[config.mk]
export PLATFORM = sky130hd
export DESIGN_NAME = guess_entry_ctrl
export DESIGN_NICKNAME = d
export VERILOG_FILES = /design/src/rtl/bc_pkg.sv /design/src/rtl/key_debounce.sv /design/src/rtl/guess_entry_ctrl.sv
export SDC_FILE = /design/constraint.sdc
export NUM_CORES = 1
export LEC_CHECK = 0
export BUFFER_PORTS_ARGS = -buffer_cell sky130_fd_sc_hd__buf_2
export CORE_MARGIN = 2
export CORE_UTILIZATION = 30
export CTS_BUF_LIST = sky130_fd_sc_hd__clkbuf_4 sky130_fd_sc_hd__clkbuf_8
export DETAILED_ROUTE_END_ITERATION = 10
export PLACE_DENSITY = 0.49
export SYNTH_ARGS = -nofsm -noshare
export SYNTH_HDL_FRONTEND = slang
export SYNTH_SLANG_ARGS = --single-unit
[constraint.sdc]
create_clock -name clk -period 8.44 [get_ports clk]
set_input_delay 0.422 -clock clk [delete_from_list [all_inputs] [get_ports clk]]
set_output_delay 0.422 -clock clk [all_outputs]
set_load 0.1 [all_outputs]
[src/rtl/bc_pkg.sv]
// Shared types and constants for the Bulls-and-Cows keypad front end.
package bc_pkg;

  typedef enum logic [1:0] {
    ENTRY       = 2'd0,
    WAIT_RESULT = 2'd1,
    WON         = 2'd2,
    LOST        = 2'd3
  } state_t;

  localparam logic [3:0] EMPTY_NIBBLE  = 4'hF;
  localparam int         KEY_CLEAR_IDX = 10;
  localparam int         KEY_ENTER_IDX = 11;
  localparam int         NUM_KEYS      = 12;
  localparam int         GUESS_W       = 16;

  // Index of the highest set bit; callers only rely on it for one-hot vectors.
  function automatic logic [3:0] key_index(input logic [NUM_KEYS-1:0] v);
    logic [3:0] idx;
    idx = 4'd0;
    for (int i = 0; i < NUM_KEYS; i++) begin
      if (v[i]) idx = 4'(i);
    end
    return idx;
  endfunction

endpackage

[src/rtl/key_debounce.sv]
// Two-flop synchroniser plus one shared stability counter for a key vector;
// reports the accepted (stable) vector and its rising edges.
module key_debounce #(
  parameter int N               = 12,
  parameter int DEBOUNCE_CYCLES = 500000
) (
  input  logic         clk,
  input  logic         rst,
  input  logic [N-1:0] raw,
  output logic [N-1:0] stable,
  output logic [N-1:0] rise
);

  localparam int            CW      = (DEBOUNCE_CYCLES > 1) ? $clog2(DEBOUNCE_CYCLES) : 1;
  localparam logic [CW-1:0] CNT_MAX = CW'(DEBOUNCE_CYCLES - 1);

  logic [N-1:0]  sync1;
  logic [N-1:0]  sync2;
  logic [N-1:0]  last;
  logic [N-1:0]  stable_prev;
  logic [CW-1:0] cnt;

  always_ff @(posedge clk or negedge rst) begin
    if (!rst) begin
      sync1       <= '0;
      sync2       <= '0;
      last        <= '0;
      stable      <= '0;
      stable_prev <= '0;
      cnt         <= '0;
    end else begin
      sync1       <= raw;
      sync2       <= sync1;
      last        <= sync2;
      stable_prev <= stable;
      // Any change of the whole vector restarts the shared window
      if (sync2 != last) begin
        cnt <= '0;
      end else if (cnt != CNT_MAX) begin
        cnt <= cnt + 1'b1;
      end else begin
        stable <= last;
      end
    end
  end

  assign rise = stable & ~stable_prev;

endmodule

[src/rtl/guess_entry_ctrl.sv]
// Keypad entry controller: builds a 4-digit guess without repeats, submits it
// on ENTER and tracks attempts and the game outcome.
module guess_entry_ctrl
  import bc_pkg::*;
#(
  parameter int DEBOUNCE_CYCLES = 500000,
  parameter int MAX_ATTEMPTS    = 10,
  parameter int RESULT_LATENCY  = 2
) (
  input  logic               clk,
  input  logic               rst,
  input  logic [9:0]         key_digit,
  input  logic               key_clear,
  input  logic               key_enter,
  input  logic               is_four_strike,
  output logic [GUESS_W-1:0] guess,
  output logic               guess_valid,
  output logic [GUESS_W-1:0] entry_buf,
  output logic [2:0]         digit_count,
  output logic [3:0]         attempts,
  output logic               dup_err,
  output logic               game_won,
  output logic               game_over
);

  localparam int             WCW        = (RESULT_LATENCY > 0) ? $clog2(RESULT_LATENCY + 1) : 1;
  localparam logic [WCW-1:0] WAIT_LAST  = WCW'(RESULT_LATENCY);
  localparam logic [3:0]     ATT_LIMIT  = 4'(MAX_ATTEMPTS);
  localparam logic [GUESS_W-1:0] EMPTY_BUF = {4{EMPTY_NIBBLE}};

  logic [NUM_KEYS-1:0] raw_keys;
  logic [NUM_KEYS-1:0] stable;
  logic [NUM_KEYS-1:0] rise;

  assign raw_keys = {key_enter, key_clear, key_digit};

  key_debounce #(
    .N               (NUM_KEYS),
    .DEBOUNCE_CYCLES (DEBOUNCE_CYCLES)
  ) u_debounce (
    .clk    (clk),
    .rst    (rst),
    .raw    (raw_keys),
    .stable (stable),
    .rise   (rise)
  );

  // Only a lone key counts; chords are dropped as a whole
  logic       key_event;
  logic [3:0] key_idx;
  logic       ev_digit;
  logic       ev_clear;
  logic       ev_enter;

  assign key_event = (rise != '0) && $onehot(stable);
  assign key_idx   = key_index(stable);
  assign ev_digit  = key_event && (key_idx <= 4'd9);
  assign ev_clear  = key_event && (key_idx == 4'(KEY_CLEAR_IDX));
  assign ev_enter  = key_event && (key_idx == 4'(KEY_ENTER_IDX));

  // Occupied nibbles sit at the low end; filler nibbles are never compared
  function automatic logic digit_present(input logic [GUESS_W-1:0] buf_v,
                                         input logic [2:0]         cnt,
                                         input logic [3:0]         d);
    logic hit;
    hit = 1'b0;
    for (int i = 0; i < 4; i++) begin
      if ((3'(i) < cnt) && (buf_v[4*i +: 4] == d)) hit = 1'b1;
    end
    return hit;
  endfunction

  state_t             state;
  state_t             state_n;
  logic [GUESS_W-1:0] entry_buf_n;
  logic [2:0]         digit_count_n;
  logic [3:0]         attempts_n;
  logic [GUESS_W-1:0] guess_n;
  logic               guess_valid_n;
  logic               dup_err_n;
  logic [WCW-1:0]     wait_cnt;
  logic [WCW-1:0]     wait_cnt_n;

  always_ff @(posedge clk or negedge rst) begin
    if (!rst) begin
      state       <= ENTRY;
      entry_buf   <= EMPTY_BUF;
      digit_count <= 3'd0;
      attempts    <= 4'd0;
      guess       <= EMPTY_BUF;
      guess_valid <= 1'b0;
      dup_err     <= 1'b0;
      wait_cnt    <= '0;
    end else begin
      state       <= state_n;
      entry_buf   <= entry_buf_n;
      digit_count <= digit_count_n;
      attempts    <= attempts_n;
      guess       <= guess_n;
      guess_valid <= guess_valid_n;
      dup_err     <= dup_err_n;
      wait_cnt    <= wait_cnt_n;
    end
  end

  always_comb begin
    state_n       = state;
    entry_buf_n   = entry_buf;
    digit_count_n = digit_count;
    attempts_n    = attempts;
    guess_n       = guess;
    guess_valid_n = 1'b0;
    dup_err_n     = 1'b0;
    wait_cnt_n    = wait_cnt;

    case (state)
      ENTRY: begin
        if (ev_digit) begin
          if (digit_count != 3'd4) begin
            if (digit_present(entry_buf, digit_count, key_idx)) begin
              dup_err_n = 1'b1;
            end else begin
              entry_buf_n   = {entry_buf[GUESS_W-5:0], key_idx};
              digit_count_n = digit_count + 3'd1;
            end
          end
        end else if (ev_clear) begin
          entry_buf_n   = EMPTY_BUF;
          digit_count_n = 3'd0;
        end else if (ev_enter && (digit_count == 3'd4)) begin
          guess_n       = entry_buf;
          guess_valid_n = 1'b1;
          attempts_n    = (attempts == 4'hF) ? attempts : attempts + 4'd1;
          wait_cnt_n    = '0;
          state_n       = WAIT_RESULT;
        end
      end

      // wait_cnt is 0 in the guess_valid cycle; the result is sampled when it
      // reaches the configured latency
      WAIT_RESULT: begin
        if (wait_cnt == WAIT_LAST) begin
          if (is_four_strike) begin
            state_n = WON;
          end else if (attempts == ATT_LIMIT) begin
            state_n = LOST;
          end else begin
            state_n       = ENTRY;
            entry_buf_n   = EMPTY_BUF;
            digit_count_n = 3'd0;
          end
        end else begin
          wait_cnt_n = wait_cnt + 1'b1;
        end
      end

      WON, LOST: begin
        if (ev_clear) begin
          state_n       = ENTRY;
          attempts_n    = 4'd0;
          entry_buf_n   = EMPTY_BUF;
          digit_count_n = 3'd0;
        end
      end

      default: state_n = ENTRY;
    endcase
  end

  assign game_won  = (state == WON);
  assign game_over = (state == WON) || (state == LOST);

endmodule

---- Yosys cells after proc, flatten, opt, wreduce, memory -nomap -nowiden ----
Index checks and enable logic that the tools add are counted.
storage, ports and cells
  input bits .............................. 15
  output and inout port bits .............. 43
  bits in registers ....................... 124
  word-level logic and storage cells ...... 153
operators by class
  equal/unequal tests ..................... 28
  magnitude comparators ................... 5
  add/sub/neg operators ................... 15
  reductions and logical operators ........ 22
  multiplexer cells ....................... 63
  bitwise logic cells ..................... 6
operators with widths
  cell                   number
  $mux 16                7
  $mux 4                 14
  $pmux 16 s3            1
  $mux 19                2
  $mux 2                 12
  $mux 3                 7
  $add 19x1->19 const B  1
  $ne 19x19->1 const B   1
  $ne 2x2->1 const B     9
  $eq 4x4->1             4
  $eq 4x4->1 const B     4
  $mux 1                 16
  $reduce_and 5->1       3
  $add 1x1->2            6
  $and 12x12->12         1
  $ne 12x12->1           1
  $not 12->12            1
  $reduce_bool 12->1     1
  $add 2x2->3            3
  $logic_and 1x1->1      9
  $ne 3x3->1 const B     3
  $pmux 3 s3             1
  $pmux 4 s2             1
  $eq 2x2->1 const B     3
  21 further kinds       28

---- Logic depth before layout (Yosys ltp) ----
Gate-level depths: netlist of the first run.
  depth in word-level cells ............... 24
  gate-level depth with buffers ........... 18
  gate-level depth less buffers ........... 16

---- Cells and area by module ----
Synthesis of the first run repeated with hierarchy kept, for this count alone.
second synthesis, totals
  cells, all modules ...................... 527
  area total of the unflattened synthesis .. 5826.8 um^2
modules (own cells, without submodules)
  module            area an instance (um^2)  instances  cells an instance  seq. area each (um^2)
  guess_entry_ctrl  2941.6                   1          323                1166.1
  key_debounce      2885.3                   1          204                1976.9

---- Worst setup path before layout of the first run ----
OpenSTA, ideal clock, no wires.
  kind .................................... reg-to-reg
  from .................................... register u_debounce.stable[5]
  to ...................................... register guess[10]
  cell stages (with the launch flop) ...... 18
  path slack .............................. 3172 ps
  period minus slack after synthesis ...... 5268 ps
  arrival ................................. 5185 ps
  required time ........................... 8358 ps
  cells stage by stage .................... dfrtp_1 > fa_1 > fa_1 > inv_1 > fa_1 > fa_1 > inv_1 > ha_1 > inv_1 > fa_1 > a2111oi_0 > a21oi_1 > or4_4 > or3_4 > or3_1 > buf_6 > buf_8 > mux2_4
on the way
  word-level cells in the longest chain between the ends .. 11
  elaborated cells on any way between the ends .. 25
  classes of those cells .................. add/sub: 4; order compare: 1; eq/ne: 3; mux: 7; bitwise: 3; reduce/logical: 7
ends and longest elaborated chain
  what                                                                  RTL line                text
  from (decl)                                                           key_debounce.sv:10      output logic [N-1:0] stable,
  from (signal assigned)                                                key_debounce.sv:42      stable <= last;
  parallel branches: the longest is 10 deep, another holds $add 3x3->4  --
  $reduce_and 4->1 (no line) (*)                                        --
  to (signal assigned)                                                  guess_entry_ctrl.sv:99  guess <= guess_n;
  to (decl)                                                             guess_entry_ctrl.sv:16  output logic [GUESS_W-1:0] guess,
Mark *: on every way between the ends.
A chain may end at the register's enable or synchronous reset.

---- Worst setup path after layout of the first run ----
Ends and elaborated chain as after synthesis.

==> impl_metrics.tcl, run 1 <==
set metrics [dict create \
    worstRegToRegCells 15 \
    cts_buffer_depth 2 \
    ios 58 \
    status "finished clean" \
    synth_fa_ha_area_share_pct 4.781 \
    cap_violations 0 \
    drive_gt1_share_pct 29.10 \
    die-area_um2 19600 \
    drc 0 \
    initial_utilization_pct 30.78 \
    worst_pin_slew_ns 1.213 \
    use_met3_pct 4.103 \
    ant_nets 0 \
    cp_common_cell "fa_1" \
    critPathMaxFanout 19 \
    routed_wl_um 11440 \
    synth-main-ff-cell "dfrtp_1" \
    whs_path_depth 1 \
    use_met1_pct 15.94 \
    core_um2 18020 \
    synth-edff-count 0 \
    die_width_um 140.0 \
    p_per_area_nw_per_um2 183.0 \
    vias 3625 \
    fin_crit_sh_pct 68.05 \
    syn_nets 492 \
    path_cells "fa_1 -> fa_1 -> inv_1 -> fa_1 -> fa_1 -> inv_1 -> ha_1 -> inv_1 -> fa_1 -> a2111oi_0 -> a21oi_1 -> or4_4 -> or3_4 -> or3_1 -> mux2_4" \
    synthDistinctLibCells 63 \
    syn_area_um2 5548 \
    gr-usage-all-layers_pct 12.72 \
    final_cells 765 \
    peakVddDrop_mv 0.1278 \
    synth-simple-area-share_pct 13.28 \
    synth_compound_area_share_pct 10.83 \
    globalRouteMet2Util_pct 20.74 \
    path_class "reg2reg" \
    yosys_warnings 0 \
    antenna_found_initial 0 \
    routed_via_density 4.739 \
    area_delta_synth_final_pct 16.67 \
    cts_tree "done" \
    dp.cells 732 \
    rsz0062_at_grt "no" \
    synth_cells 460 \
    cp_top_family "adder cells" \
    synth_top_family_by_area "simple AND/OR/NAND/NOR gates" \
    cp_slowest_stage_delay_ns 0.70 \
    grt_pass1_vias 3890 \
    max_freq_mhz 174.1 \
    grt_pass1_wl_um 19900 \
    ys_seq_elements 124 \
    min_period_ns 5.743 \
    path_depth 15 \
    numCtsBuffers 17 \
    required_ns 8.80 \
    slew_headroom_pct 18.82 \
    yosysTopAreaCell "dfrtp_1" \
    overflow 0 \
    htree_num_levels 4 \
    synth_area_leaders "dfrtp_1, dfstp_2, xor2_1" \
    setup_tns_ns 0 \
    p_leak_nw 2.927 \
    clk_latency_ns 0.44 \
    drv_slew 0 \
    dpl.hpwl_um 7811 \
    clkTransAtPathRegs_ns 0.07 \
    synthMostInstantiatedCell "dfrtp_1" \
    fillers 1811 \
    finalHoldViolations 0 \
    async_flop_share_pct 100.0 \
    crit_path_start_kind "flop" \
    crit_path_end_kind "flop" \
    crit_buf_inv 3 \
    hold_class "in2reg" \
    cts-root-buf "clkbuf_8" \
    place.gp.congestion 0.8405 \
    dr.pass1.iters 4 \
    cts_resized 0 \
    slowest_stage "or3_1" \
    synth_xor_xnor_area_share_pct 5.368 \
    wl_per_cell_um 14.96 \
    nets 555 \
    diodes 0 \
    synth_common_cells "dfrtp_1, nor2_1, dfstp_2, inv_1, xor2_1" \
    finClkSkew_ns 0.01544 \
    die_h_um 140.0 \
    busiest_layer "met2" \
    avgSynthCellArea_um2 12.06 \
    synth_mux_area_share_pct 5.277 \
    drt_iter0_markers 201 \
    yosysSeqAreaShare_pct 56.65 \
    rows 49 \
    clkSinkCount 124 \
    yosys.area.top_type_share_pct 41.50 \
    setup_viol 0 \
    port_buffers 57 \
    worstPathArrival_ns 6.11 \
    grt_max_degree 80 \
]
==> worst register-to-register path, cell delays in order, from the launching register on <==
cell and delay (ns):
dfrtp_1 0.50, fa_1 0.54, fa_1 0.49, inv_1 0.05
fa_1 0.49, fa_1 0.41, inv_1 0.07, ha_1 0.15
inv_1 0.05, fa_1 0.37, a2111oi_0 0.41, a21oi_1 0.10
or4_4 0.52, or3_4 0.39, or3_1 0.70, mux2_4 0.45
==> timing repair <==
item                                   4_1_cts  5_1_grt
hold buffers                                 1        0
endpoints found under the hold margin       13        0
buffers inserted                             0        0
==> path summary, 6_finish.rpt <==
path                                                   from                                   to  slack, ns
hold reg to reg               u_debounce.sync1[1]$_DFF_PN0_        u_debounce.sync2[1]$_DFF_PN0_       0.35
setup reg to reg           u_debounce.stable[5]$_DFFE_PN0P_                guess[10]$_DFFE_PN1P_       2.70
setup / recovery           u_debounce.stable[5]$_DFFE_PN0P_                guess[10]$_DFFE_PN1P_       2.70
hold / removal                                 key_digit[0]        u_debounce.sync1[0]$_DFF_PN0_       0.08
min in group asynchronous                               rst              attempts[2]$_DFFE_PN0P_       0.54
max in group asynchronous                               rst  u_debounce.stable_prev[6]$_DFF_PN0_       6.51
==> where the power goes <==
group	internal (mW)	switching, mW	total [mW]
Combinational	0.00569	0.0141	0.0198
Clock	0.314	0.243	0.556
Sequential	0.604	0.00465	0.608
Total	0.923	0.261	1.18
==> sequential cells by signal, summed over array words and instances, names as in the netlist, 2 cells and up <==
signal / count
attempts: 4
digit_count: 3
entry_buf: 16
guess: 16
state: 2
u_debounce.cnt: 19
u_debounce.last: 12
u_debounce.stable: 12
u_debounce.stable_prev: 12
u_debounce.sync1: 12
u_debounce.sync2: 12
wait_cnt: 2
==> area by class of cell <==
class / instances / area (um^2) / share of cell area, %
Clock inverter: 12 / 158.9 / 2.455
Tap cell: 229 / 286.5 / 4.427
Inverter: 31 / 116.4 / 1.798
Clock buffer: 20 / 269.0 / 4.156
Sequential cell: 124 / 3143 / 48.56
Multi-Input combinational cell: 290 / 2193 / 33.89
Timing Repair Buffer: 59 / 305.3 / 4.717
==> metal layers <==
| layer | share of wire, % | vias up |
|---|---|---|
| li1 | - | 1745 |
| met1 | 46 | 1796 |
| met2 | 48 | 71 |
| met3 | 4.1 | 13 |
| met4 | 1.5 | 0 |
| met5 | 0 | - |
==> stage by stage <==
step	hold WS [ns]	utilization [%]	worst slack, ns	instance area [um^2]	power [mW]
final	0.08312	35.91	2.697	6472	1.184
after global routing	0.04004	35.91	2.446	6472	1.237
after CTS	0.05336	35.91	2.667	6472	1.206
after detailed placement	0.3347	33.48	2.676	6035	0.6398
after global placement	0.3326	33.48	2.809	6035	0.6390
after floorplan	0.1264	-	3.172	5548	0.6222
==> cell usage in the layout (no fill, tap or decap), types with 5 or more instances in the layout <==
cell type / instances
nor2_1: 37
o22a_1: 14
mux2_4: 7
a21oi_1: 9
a211oi_1: 6
dfstp_2: 32
nand4_1: 5
ha_1: 10
clkbuf_8: 19
nand3_1: 10
nor3_1: 6
nand2b_1: 10
inv_1: 29
fa_1: 7
nand2_1: 25
mux2_2: 14
nor3b_1: 5
o21ai_0: 17
or3_1: 5
dfrtp_1: 92
and3_1: 6
buf_2: 56
xor2_1: 28
xnor2_1: 6
==> cell families after synthesis <==
kind of cell	after synthesis
xor gates and xnor gates	34
and+or+nand+nor	136
muxes	24
buffers and inverters	46
DFF	124
AOI/OAI and AO/OA	79
adders and majority gates	17
No activity file was read; power rests on OpenSTA's default activity.
==> run 2, diff against run 1 <==
- ABC_AREA: default -> 1
- PLACE_DENSITY: 0.49 -> 0.51
- clock period: 8.44 -> 5.2 ns (I/O delays scaled with it)
==> run 2 against run 1 <==
  * First-iteration DRC count rose by 45%
  * Via count rose by 23%
  * Synthesized cell count rose by 40%
  * Cell count rose by 31%
  * Highest routed layer unchanged
==> impl_metrics.tcl, run 2 <==
set metrics [dict create \
    status "finished clean" \
    port_buffers 57 \
    regMostFlops "u_debounce.cnt" \
    multi_input_area_um2 2337 \
    largest_reg_flops 19 \
    synth_compound_area_share_pct 8.894 \
    die_h_um 144.2 \
    rows 51 \
    ys_seq_elements 124 \
    post-route-cell-area_um2 6990 \
    synth_mux_area_share_pct 0.1910 \
    synthDistinctLibCells 48 \
    reg_top3 "u_debounce.cnt: 19 flops, entry_buf: 16 flops, guess: 16 flops" \
    fin_crit_sh_pct 91.39 \
    wl_per_cell_um 13.00 \
    drt_iter0_markers 291 \
    postCtsSetupRepairBufs 0 \
    yosys.area.top_type_share_pct 39.06 \
    numCtsBuffers 17 \
    clk_latency_ns 0.44 \
    yosys_warnings 0 \
    synth-main-ff-cell "dfrtp_1" \
    initial_utilization_pct 30.39 \
    clkSinkCount 124 \
    cp_common_cell "fa_1" \
    max_freq_mhz 210.4 \
    worst_pin_slew_ns 0.9050 \
    synth_fa_ha_area_share_pct 4.500 \
    yosysSeqAreaShare_pct 53.32 \
    async_flop_share_pct 100.0 \
    nets 754 \
    synth-simple-area-share_pct 23.84 \
    synth_xor_xnor_area_share_pct 2.229 \
    required_ns 5.57 \
    peakVddDrop_mv 0.1910 \
    final_cell_mix "nand2_1, dfrtp_1, inv_1, nand3_1, buf_2" \
    syn_nets 677 \
    synth-edff-count 0 \
    crit_path_start_kind "flop" \
    layout.area.seq_um2 3143 \
    gr-usage-all-layers_pct 13.40 \
    finClkSkew_ns 0.01276 \
    globalRouteMet2Util_pct 21.25 \
    core_um2 19400 \
    ant_nets 0 \
    synth_cells 645 \
    crit_buf_inv 5 \
    avgSynthCellArea_um2 9.139 \
    cts-root-buf "clkbuf_8" \
    die-area_um2 20790 \
    min_period_ns 4.752 \
    yosysTopAreaCell "dfrtp_1" \
    place.gp.congestion 0.7891 \
    drv_slew 0 \
    overflow 0 \
    ios 58 \
    cap_violations 0 \
    fillers 2017 \
    dpl.hpwl_um 9341 \
    slew_headroom_pct 39.21 \
    cp_top_family "adder cells" \
    worstPathArrival_ns 5.12 \
    area_delta_synth_final_pct 18.59 \
    critPathMaxFanout 17 \
    path_cells "fa_1 -> fa_1 -> inv_1 -> fa_1 -> fa_1 -> inv_1 -> ha_1 -> inv_1 -> fa_1 -> nand2_1 -> nor4_1 -> nand2_1 -> nor2_2 -> nand2_2 -> inv_4 -> a21oi_2 -> buf_4 -> nand2_8 -> nand2_1 -> nand2_1" \
    path_class "reg2reg" \
    p_leak_nw 3.265 \
    grt_pass1_vias 4281 \
    drive_gt1_share_pct 22.86 \
    final_common_cell "nand2_1" \
    diodes 0 \
    synth_common_cells "nand2_1, dfrtp_1, inv_1, nand3_1, nor2_1" \
    clkTransAtPathRegs_ns 0.07 \
    p_per_area_nw_per_um2 276.5 \
    use_met1_pct 17.89 \
    drc 0 \
    setup_viol 0 \
    synth_top_family_by_area "simple AND/OR/NAND/NOR gates" \
    rsz0062_at_grt "no" \
    slowest_stage "fa_1" \
    routed_via_density 4.473 \
    busiest_layer "met2" \
    crit_path_end_kind "flop" \
    placed_area_um2 6434 \
    cp_slowest_stage_delay_ns 0.51 \
    synth_area_leaders "dfrtp_1, dfstp_2, nand2_1" \
    htree_num_levels 4 \
    grt_max_degree 70 \
    routed_wl_um 13000 \
    setup_tns_ns 0 \
    use_met3_pct 3.510 \
    cts_tree "done" \
    antenna_found_initial 0 \
    vias 4473 \
    rrSetupSlack_ns 0.45 \
    finalHoldViolations 0 \
    cts_buffer_depth 2 \
    syn_area_um2 5894 \
    die_width_um 144.2 \
    hold_class "in2reg" \
    synthMostInstantiatedCell "nand2_1" \
    grt_pass1_wl_um 21800 \
    dr.pass1.iters 5 \
]
-- run 2: cell count changes in the layout (fill, tap and decap cells not counted), sizes merged, moves of 10 or more --
| cell | change |
|---|---|
| o21ai | +26 |
| nand2 | +140 |
| nand2b | -10 |
| nor2 | +11 |
| dlygate4sd3 | +12 |
| a21oi | +12 |
| inv | +46 |
| mux2 | -20 |
| xor2 | -21 |
| nand3 | +49 |
| o22a | -14 |
-- run 2: cell type report --
type                            count  area share (%)
Clock inverter                     13           2.363
Timing Repair Buffer               74           6.408
Inverter                           79           4.349
Clock buffer                       19           3.741
Tap cell                          265           4.743
Sequential cell                   124           44.96
Multi-Input combinational cell    426           33.43
-- run 2: where the power goes --
part / switching [mW] / internal, mW / leakage [nW]
combinational: 0.0276 / 0.0173 / 1.53
clock: 0.399 / 0.502 / 0.210
sequential: 0.00725 / 0.980 / 1.52
total: 0.433 / 1.50 / 3.26
-- run 2: layer usage --
layer	wire (um)	share of wire [%]
met1	6176	47
met2	6043	46
met3	568	4.4
met4	215	1.7
met5	0	0
-- run 2: final timing paths --
check,start,endpoint,depth (start not counted)
min,is_four_strike,state[1]$_DFFE_PN0P_,3
min reg2reg,u_debounce.sync1[7]$_DFF_PN0_,u_debounce.sync2[7]$_DFF_PN0_,0
max reg2reg,u_debounce.stable[0]$_DFFE_PN0P_,digit_count[2]$_DFFE_PN0P_,20
max in group asynchronous,rst,u_debounce.cnt[15]$_DFFE_PN0N_,3
max,u_debounce.stable[0]$_DFFE_PN0P_,digit_count[2]$_DFFE_PN0P_,20
min in group asynchronous,rst,u_debounce.stable_prev[3]$_DFF_PN0_,3
-- run 2: stage by stage --
step	worst slack [ns]	util, %	hold WS, ns	power, mW	instances
2_1_floorplan	0.8771	-	-0.03559	1.015	645
3_3_place_gp	0.5074	33.17	0.3334	1.044	955
3_5_place_dp	0.4683	33.17	0.3358	1.045	955
4_1_cts	0.4291	36.04	0.1527	1.969	1000
5_1_grt	0.06034	36.04	0.1683	2.015	1000
6_report	0.4476	36.04	0.1806	1.933	1000
-- run 2: worst reg2reg max path: stages, from the launching register on --
cell and delay (ns):
dfrtp_1 0.42, fa_1 0.51, fa_1 0.51, inv_1 0.05, fa_1 0.49, fa_1 0.41, inv_1 0.06, ha_1 0.16
inv_1 0.06, fa_1 0.47, nand2_1 0.05, nor4_1 0.22, nand2_1 0.13, nor2_2 0.17, nand2_2 0.21, inv_4 0.18
a21oi_2 0.10, buf_4 0.22, nand2_8 0.13, nand2_1 0.06, nand2_1 0.06
-- run 2: cell families (layout without fill, tap and decap cells) --
| group | Yosys count | in the layout |
|---|---|---|
| simple gates | 306 | 306 |
| flops | 124 | 124 |
| buf+inv | 95 | 185 |
| compound gates | 87 | 87 |
| fa+ha+maj | 17 | 17 |
| xor+xnor | 15 | 15 |
| mux | 1 | 1 |
-- run 2: what timing repair did --
action / 4_1_cts / 5_1_grt
gates resized for setup: 0 / 0
endpoints found under the setup margin: 0 / 0
hold endpoints to repair: 58 / 0
hold buffers: 13 / 0
==> run 3, diff against run 2 <==
- REMOVE_ABC_BUFFERS: default -> 1
==> run 3 against run 2 <==
  * Worst setup slack got worse by 0.028 ns
  * Sequential share of layout area grew 0.33 points
  * Sequential power barely moved
==> impl_metrics.tcl, run 3 (synthesized netlist as in run 2, its figures left out) <==
set metrics [dict create \
    core_um2 19400 \
    hold_start "is_four_strike" \
    clkSinkCount 124 \
    rsz0062_at_grt "no" \
    slowest_stage "a21oi_4" \
    status "finished clean" \
    cap_violations 0 \
    worst_pin_slew_ns 0.8970 \
    setup_viol 0 \
    area_delta_synth_final_pct 17.72 \
    die-area_um2 20790 \
    crit_start "u_debounce.stable[0]$_DFFE_PN0P_" \
    cts_buffer_depth 2 \
    clk_latency_ns 0.45 \
    port_buffers 57 \
    crit_buf_inv 4 \
    internal-power_mw 1.355 \
    fin_crit_sh_pct 91.92 \
    ios 58 \
    rrSetupSlack_ns 0.42 \
    worstRegToRegCells 19 \
    cts-root-buf "clkbuf_8" \
    hold_end "state[1]$_DFFE_PN0P_" \
    reg_top3 "u_debounce.cnt: 19 flops, entry_buf: 16 flops, guess: 16 flops" \
    path_class "reg2reg" \
    worstPathArrival_ns 5.16 \
    reg2reg_to "entry_buf[6]$_DFFE_PN1P_" \
    whs_path_depth 3 \
    overflow 0 \
    clkTransAtPathRegs_ns 0.09 \
    switching_share_pct 26.01 \
    critPathMaxFanout 21 \
    routed_wl_um 13400 \
    p_clk_share_pct 43.6 \
    htree_num_levels 4 \
    drive_gt1_share_pct 22.86 \
    grt_pass1_vias 4462 \
    cts_tree "done" \
    diodes 0 \
    die_width_um 144.2 \
    p_leak_nw 3.245 \
    drt_iter0_markers 266 \
    p_per_area_nw_per_um2 263.9 \
    largest_reg_flops 19 \
    place.gp.congestion 0.8136 \
    p_switching_mw 0.4763 \
    die_h_um 144.2 \
    max_freq_mhz 209.2 \
    slew_headroom_pct 39.75 \
    drc 0 \
    hold_class "in2reg" \
    dp_slack_ns 0.04443 \
    required_ns 5.58 \
    final_cell_mix "nand2_1, dfrtp_1, inv_1, nand3_1, buf_2" \
    finalHoldViolations 0 \
    ant_nets 0 \
    layout.area.seq_um2 3143 \
    whs_ns 0.1743 \
    cp_top_family "adder cells" \
    final_common_cell "nand2_1" \
    rows 51 \
    nets 754 \
    initial_utilization_pct 30.39 \
    dr.pass1.iters 5 \
    antenna_found_initial 0 \
    postCtsSetupRepairBufs 0 \
    crit_path_end_kind "flop" \
    min_period_ns 4.780 \
    seq_power_share_pct 53.9 \
    cp_slowest_stage_delay_ns 0.57 \
    crit_path_start_kind "flop" \
    grt_pass1_wl_um 22330 \
    multi_input_area_um2 2345 \
    dpl.hpwl_um 9603 \
    finClkSkew_ns 0.01509 \
    vias 4489 \
    setup_tns_ns 0 \
    comb_power_share_pct 2.5 \
    numCtsBuffers 17 \
    fillers 2056 \
    grt_max_degree 44 \
    routed_via_density 4.489 \
    peakVddDrop_mv 0.1788 \
    path_cells "fa_1 -> fa_1 -> inv_1 -> fa_1 -> fa_1 -> inv_1 -> ha_1 -> inv_1 -> fa_1 -> nand2_1 -> nor4_1 -> nand2_1 -> nor2_2 -> nand2_2 -> inv_4 -> a21oi_4 -> nand3_2 -> nand2_1 -> nand2_1" \
    setup_ws_ns 0.4200 \
    drv_slew 0 \
    gr-usage-all-layers_pct 13.89 \
    r2r-start "u_debounce.stable[0]$_DFFE_PN0P_" \
    wl_per_cell_um 13.40 \
    regMostFlops "u_debounce.cnt" \
    cp_common_cell "fa_1" \
]
run 3: cell types whose count changed in the layout (fill, tap and decap cells not counted):
cell,delta
inv_6,+7
bufinv_16,-3
clkinv_2,-2
clkinvlp_4,-2
a21oi_2,-1
a21oi_4,+1
clkbuf_8,-1
clkinv_4,+1
run 3: timing repair:
action / in CTS / in global routing
setup endpoints to repair: 0 / 10
hold endpoints to repair: 25 / 0
resized for setup: 0 / 1
hold buffers: 13 / 0
run 3: worst max-delay path by stage:
stage / to / cells after the start
3_3_place_gp: entry_buf[10]$_DFFE_PN1P_ / 19
6_report: entry_buf[6]$_DFFE_PN1P_ / 19
4_1_cts: entry_buf[8]$_DFFE_PN1P_ / 19
2_1_floorplan: entry_buf[5]$_DFFE_PN1P_ / 19
5_1_grt: attempts[1]$_DFFE_PN0P_ / 18
3_5_place_dp: entry_buf[8]$_DFFE_PN1P_ / 19
run 3: power by group through the flow:
stage,Clock [mW],Combinational (mW),Sequential [mW]
after floorplan,0,0.0118,1.00
after global placement,0,0.0407,1.01
after detailed placement,0,0.0405,1.01
after CTS,0.826,0.0483,0.987
after global routing,0.872,0.0529,0.989
final,0.798,0.0460,0.987
run 3: cell type report:
type,count,share of cell area [%]
clock buffer,18,3.570
tap,265,4.778
multi-input combinational,426,33.79
inverter,79,4.382
clock inverter,14,1.731
timing repair buffer,74,6.455
sequential,124,45.29
run 3: worst reg2reg max path, cell delays in order (launching register included):
cell,delay (ns)
dfrtp_1,0.43
fa_1,0.53
fa_1,0.51
inv_1,0.05
fa_1,0.46
fa_1,0.49
inv_1,0.04
ha_1,0.19
inv_1,0.07
fa_1,0.40
nand2_1,0.08
nor4_1,0.05
nand2_1,0.10
nor2_2,0.06
nand2_2,0.08
inv_4,0.07
a21oi_4,0.57
nand3_2,0.33
nand2_1,0.13
nand2_1,0.06
run 3: metal layers:
metal  share of wire (%)  up-vias  track usage, %
met5                   0        -               0
met4                 1.3        0           4.854
met3                 4.3       17           3.742
met2                  47      103           22.13
met1                  48     2113           18.31
li1                    -     2256               -
run 3: stage by stage:
stage,total power [mW],std cells,utilization [%],area (um^2)
after floorplan,1.015,629,-,5784
after global placement,1.046,955,33.17,6434
after detailed placement,1.046,955,33.17,6434
after CTS,1.861,1000,35.73,6932
after global routing,1.914,1000,35.77,6939
final,1.831,1000,35.77,6939
